File: config.mk
export PLATFORM = sky130hd
export DESIGN_NAME = register_file
export DESIGN_NICKNAME = d
export VERILOG_FILES = /design/src/rtl/register_file.sv
export SDC_FILE = /design/constraint.sdc
export NUM_CORES = 1
export LEC_CHECK = 0
export BUFFER_PORTS_ARGS = -buffer_cell sky130_fd_sc_hd__buf_2
export CAP_MARGIN = 20
export CORE_ASPECT_RATIO = 2
export CORE_MARGIN = 2
export CORE_UTILIZATION = 32
export CTS_CLUSTER_SIZE = 12
export DETAILED_ROUTE_END_ITERATION = 8
export GPL_TIMING_DRIVEN = 0
export SYNTH_ARGS = -nofsm -noshare
export SYNTH_HDL_FRONTEND = slang
export SYNTH_SLANG_ARGS = --single-unit
File: constraint.sdc
create_clock -name CLK -period 3.4 [get_ports CLK]
set_input_delay 0.34 -clock CLK [delete_from_list [all_inputs] [get_ports CLK]]
set_output_delay 0.34 -clock CLK [all_outputs]
set_load 0.005 [all_outputs]
File: src/rtl/register_file.sv
// register_file: dual-port NUM_REGS x DATA_WIDTH working register file.
// Commands (enable / write-enable / byte-enable) come from the register
// sequencer; this block has no phase awareness and simply acts on each edge.
//
// Ports:
//   CLK           rising-edge clock
//   RESET_N       async active-low reset; clears storage and both outputs
//   ARGA, ARGB    port A / port B register addresses
//   REGA_EN       port A access enable (read capture, write qualifier)
//   REGA_WEN      port A write enable (needs REGA_EN)
//   REGA_BYTE_EN  port A lane enables: 00 none, 01 low, 10 high, 11 both
//   REGB_EN       port B access enable
//   REGB_WEN      port B full-word write enable (needs REGB_EN)
//   DIN_A, DIN_B  write data; DIN_A is lane-aligned, no byte swapping
//   DOUT_A/B      registered read data, 1-cycle latency, read-before-write
//
// DATA_WIDTH must be 16: the lane logic assumes exactly two byte lanes.
module register_file #(
  parameter int unsigned NUM_REGS   = 16,
  parameter int unsigned ADDR_WIDTH = 4,
  parameter int unsigned DATA_WIDTH = 16
) (
  input  logic                  CLK,
  input  logic                  RESET_N,
  input  logic [ADDR_WIDTH-1:0] ARGA,
  input  logic [ADDR_WIDTH-1:0] ARGB,
  input  logic                  REGA_EN,
  input  logic                  REGA_WEN,
  input  logic [1:0]            REGA_BYTE_EN,
  input  logic                  REGB_EN,
  input  logic                  REGB_WEN,
  input  logic [DATA_WIDTH-1:0] DIN_A,
  input  logic [DATA_WIDTH-1:0] DIN_B,
  output logic [DATA_WIDTH-1:0] DOUT_A,
  output logic [DATA_WIDTH-1:0] DOUT_B
);

  localparam int unsigned LANE_W = DATA_WIDTH / 2;

  localparam logic [1:0] REG_BYTE_ENX_NONE = 2'b00;
  localparam logic [1:0] REG_BYTE_ENX_LOW  = 2'b01;
  localparam logic [1:0] REG_BYTE_ENX_HIGH = 2'b10;
  localparam logic [1:0] REG_BYTE_ENX_BOTH = 2'b11;

  logic [DATA_WIDTH-1:0] regs     [NUM_REGS];
  logic [DATA_WIDTH-1:0] regs_nxt [NUM_REGS];

  logic a_wr;
  logic b_wr;
  logic a_lane_lo;
  logic a_lane_hi;

  // Write qualifiers: WEN is meaningless without the matching EN.
  always_comb begin
    a_wr = REGA_EN & REGA_WEN;
    b_wr = REGB_EN & REGB_WEN;
  end

  // Decode port A lane selection.
  always_comb begin
    a_lane_lo = 1'b0;
    a_lane_hi = 1'b0;
    case (REGA_BYTE_EN)
      REG_BYTE_ENX_NONE: begin
        a_lane_lo = 1'b0;
        a_lane_hi = 1'b0;
      end
      REG_BYTE_ENX_LOW: begin
        a_lane_lo = 1'b1;
      end
      REG_BYTE_ENX_HIGH: begin
        a_lane_hi = 1'b1;
      end
      REG_BYTE_ENX_BOTH: begin
        a_lane_lo = 1'b1;
        a_lane_hi = 1'b1;
      end
      default: begin
        a_lane_lo = 1'b0;
        a_lane_hi = 1'b0;
      end
    endcase
  end

  // Next storage value. Port B lays down the full word first, then port A
  // overlays only its enabled lanes, so on an address collision A wins its
  // lanes and B fills whatever A left alone.
  always_comb begin
    for (int i = 0; i < int'(NUM_REGS); i++) begin
      regs_nxt[i] = regs[i];
      if (b_wr && (ARGB == ADDR_WIDTH'(i))) begin
        regs_nxt[i] = DIN_B;
      end
      if (a_wr && (ARGA == ADDR_WIDTH'(i))) begin
        if (a_lane_lo) begin
          regs_nxt[i][LANE_W-1:0] = DIN_A[LANE_W-1:0];
        end
        if (a_lane_hi) begin
          regs_nxt[i][DATA_WIDTH-1:LANE_W] = DIN_A[DATA_WIDTH-1:LANE_W];
        end
      end
    end
  end

  // Storage flops; reset clears every register with no partial write.
  always_ff @(posedge CLK or negedge RESET_N) begin
    if (!RESET_N) begin
      for (int i = 0; i < int'(NUM_REGS); i++) begin
        regs[i] <= '0;
      end
    end else begin
      for (int i = 0; i < int'(NUM_REGS); i++) begin
        regs[i] <= regs_nxt[i];
      end
    end
  end

  // Port A read capture: samples pre-edge contents (read-before-write).
  always_ff @(posedge CLK or negedge RESET_N) begin
    if (!RESET_N) begin
      DOUT_A <= '0;
    end else if (REGA_EN) begin
      DOUT_A <= regs[ARGA];
    end
  end

  // Port B read capture, fully independent of port A.
  always_ff @(posedge CLK or negedge RESET_N) begin
    if (!RESET_N) begin
      DOUT_B <= '0;
    end else if (REGB_EN) begin
      DOUT_B <= regs[ARGB];
    end
  end

endmodule
==> reports/results.md <==
- 0 — count of synthesis-stage warnings from yosys
- in2reg — worst min-delay path category
- no — setup repair after global routing missed its margin
- 80 — number of placed I/O pins
- 18700 µm² — DP Area
- 56600 µm² — total die area
- 335 µm — die height
- 0.157 — fraction of layout cells with a size suffix above 1
- 8.55 nW — LEAKAGE
- clkbuf_16 — CTS Root Buffer Type
- 0.792 — Final Cycle Share
- finished, final reports clean — status
- 15.7k — vias in the first global route
- 54200 µm² — Floorplan Core Area
- 0 — Max Slew Vio Count
- 288 — clk sink count
- buffers and inverters — kind of cell adding the most delay to the critical path
- 0.161 — Rel. slew slack
- 0 — number of synthesized flops with an enable pin
- 0.06 ns — clock-pin slew of the registers on the worst-case setup and hold paths
- 1709 — drt first-iter violations
- flop — nature of the critical path endpoint
- 5 — drt first pass iters
- 1742 — Syn Nets
- 1 — CTS H-tree lvls
- 502 µV — Max VDD drop
- yes — TritonCTS clock tree
- 0.412 — sequential cell area fraction in the yosys report
- 4 — CP Buf/Inv Count
- 169 µm — horizontal extent of the die
- input port — crit path launch type
- 36.9 µm — routed length per placed instance
- 91600 µm — routed wire length
- in2reg — Crit Path Category
- 1.22 ns — measured slew at the worst slew-check pin
- 0 — number of DRC violations after detailed routing
- 45 — count of cell types in the netlist
- 0.361 — Finished Core Util
- mux2i_1 — slowest stage cell, crit path
- 11.8% — layout-stage area growth over the synthesis result
- 8 — antenna violations before repair
- 0.325 — overall fraction of global-route tracks in use
- 0 — gr ovfl total
- 3.86 ns — Worst EP required
- 121 — count of standard-cell rows
- buf_2 -> buf_4 -> buf_4 -> buf_4 -> mux2i_1 -> o221ai_1 -> a21oi_1 -> a21oi_1 — critical-path cell list
- 0.63 ns — clock latency at the later pin of the worst-skew pair
- 3 — maximum count of clock buffers along a single path
- 584 nW/µm² — cell area power density
- 17500 µm² — cell area after technology mapping
- 10.3 µm² — Mean Syn Cell Area
- 3.15 ns — Crit path arrival time
- 2.69 ns — shortest clock period the worst path allows after layout
- 29 — number of buffers created by CTS
- 0 — antenna viol nets, final
- 6.19 — Vias per Instance
- 107 — largest net degree at the start of global routing
- 1.07 — Placer Congestion
- 61 — Buffers on Ports
- 15.4k — Via Count
- 1.00 — Async S/R FF share, synth
- 5499 — fill cell count
- 372 MHz — maximum clock frequency
- 1838 — number of nets in the final layout
- 19500 µm² — Finished Cell Area
- 1.04 ns — delay of the slowest cell on the worst path
- 0.0331 ns — Layout Skew
- 288 — number of synthesized register bits
- 1694 — Gate Count Post-Synth
- 0 — setup-violating endpoint count in the final report
- dfrtp_1 — Synth Flop Type
- buf_4 — cell occurring most often along the worst timing path
- 67000 µm — estimated wirelength of the detail-placed design
- 0 — max-capacitance violation count
- 0 — number of hold violations in the final report
- 125000 µm — wire length of the first global-routing pass
- 0.322 — initial standard-cell utilization of the core
- 10 — maximum fanout count along the critical path
## metal layers
layer,part of all wire,vias up,global-route usage,wire length [µm]
met2,0.48,996,0.538,44100
met3,0.072,471,0.0804,6600
met1,0.30,7551,0.304,27800
li1,-,6343,-,-
met4,0.14,4,0.374,13100
met5,0.00026,-,0.00266,24
## timing repair
action	in CTS	in global routing
resized for setup	0	0
buffers inserted	0	0
endpoints found under the hold margin	104	0
hold buffers	1	0
## per-stage QoR
stage / TNS [ns] / power (mW) / hold WS [ns] / worst slack, ns / cells
final: 0 / 11.4 / 0.0948 / 0.709 / 2482
after global routing: 0 / 11.8 / 0.102 / 0.652 / 2478
after CTS: 0 / 11.2 / 0.102 / 0.949 / 2477
after detailed placement: 0 / 8.18 / 0.471 / 0.325 / 2433
after global placement: -1048.61 / 8.05 / 0.507 / -3.72 / 2431
after floorplan: 0 / 6.78 / 0.0444 / 1.71 / 1694
## cell families after synthesis
family | Yosys count | synth area share
AO/OA/AOI/OAI | 392 | 0.127
buffers and inverters | 168 | 0.0513
flip-flops | 288 | 0.412
multiplexers | 448 | 0.302
AND/OR/NAND/NOR | 398 | 0.107
## worst min-delay path, cell delays in order
cell and delay, ns:
buf_1 0.16, nor2_1 0.13, a21oi_1 0.04
## sequential cells by signal (all words and copies together), names as in the netlist
signal	cells
DOUT_A	16
DOUT_B	16
regs	256
## power breakdown
| part | switching (mW) | total (mW) | internal [mW] |
|---|---|---|---|
| Combinational | 1.74 | 3.08 | 1.34 |
| Clock | 1.49 | 3.11 | 1.61 |
| Sequential | 0.904 | 5.23 | 4.32 |
| Total | 4.14 | 11.4 | 7.28 |
## final timing paths
check	from	to	slack, ns	depth (start not counted)
worst max-delay path	ARGB[0]	DOUT_B[14]$_DFFE_PN0P_	0.71	8
worst min-delay path	DIN_A[6]	regs[54]$_DFF_PN0_	0.09	3
worst max register to register	regs[238]$_DFF_PN0_	DOUT_B[14]$_DFFE_PN0P_	1.33	4
worst min register to register	DOUT_B[7]$_DFFE_PN0P_	DOUT_B[7]$_DFFE_PN0P_	0.53	2
max in group asynchronous	RESET_N	DOUT_B[0]$_DFFE_PN0P_	1.91	3
min in group asynchronous	RESET_N	regs[10]$_DFF_PN0_	0.35	2
## cells in the final DEF (no fill, tap or decap), types with 4 or more instances in the layout
cell and n:
buf_1 19, a22oi_1 16, o21ai_1 26, nor2_8 6, nand2_1 97, mux2i_1 384
dfrtp_1 288, clkbuf_16 29, nor2_2 10, buf_6 16, and3b_1 4, o221ai_1 8
diode_2 4, o221a_2 8, nor2_1 240, clkbuf_1 78, o21ai_0 54, a31oi_1 24
buf_4 22, a21oi_1 208, o22ai_1 32, nand3b_1 4, buf_2 101, a221oi_1 16
mux4_2 64
## cell type report
class,instances,area (µm²),share of cell area
Clock buffer,40,797,0.0408
Tap cell,676,846,0.0433
Multi-Input combinational cell,1238,9380,0.480
Buffer,168,897,0.0459
Antenna cell,4,10.0,0.000512
Clock inverter,3,22.5,0.00115
Timing Repair Buffer,65,388,0.0198
Sequential cell,288,7210,0.369
## cell usage after synthesis, types with 2 or more instances
cell type | instances | area, µm²
nand2b_4 | 3 | 41.3
o21ai_1 | 26 | 130
and4b_1 | 2 | 20.0
a21oi_1 | 208 | 1040
o21ai_0 | 54 | 270
dfrtp_1 | 288 | 7210
buf_6 | 16 | 180
mux2i_1 | 384 | 3840
o221ai_1 | 8 | 70.1
nand2b_1 | 2 | 12.5
or3b_2 | 3 | 26.3
nand4b_1 | 2 | 17.5
buf_4 | 21 | 158
mux4_2 | 64 | 1440
nand2_2 | 2 | 12.5
a31oi_1 | 24 | 150
nor2_1 | 241 | 905
a221oi_1 | 16 | 140
buf_2 | 41 | 205
nand4b_4 | 2 | 47.6
clkbuf_1 | 70 | 263
nor2_2 | 9 | 56.3
a22oi_1 | 16 | 120
and3b_1 | 4 | 35.0
and3_1 | 3 | 18.8
buf_1 | 19 | 71.3
nor2_8 | 6 | 120
nor2b_1 | 3 | 18.8
o221a_2 | 8 | 90.1
and2_1 | 2 | 12.5
nor2_4 | 3 | 33.8
o22ai_1 | 32 | 200
nand3b_1 | 4 | 30.0
nand2_1 | 97 | 364
No activity file was read; power rests on OpenSTA's default activity.
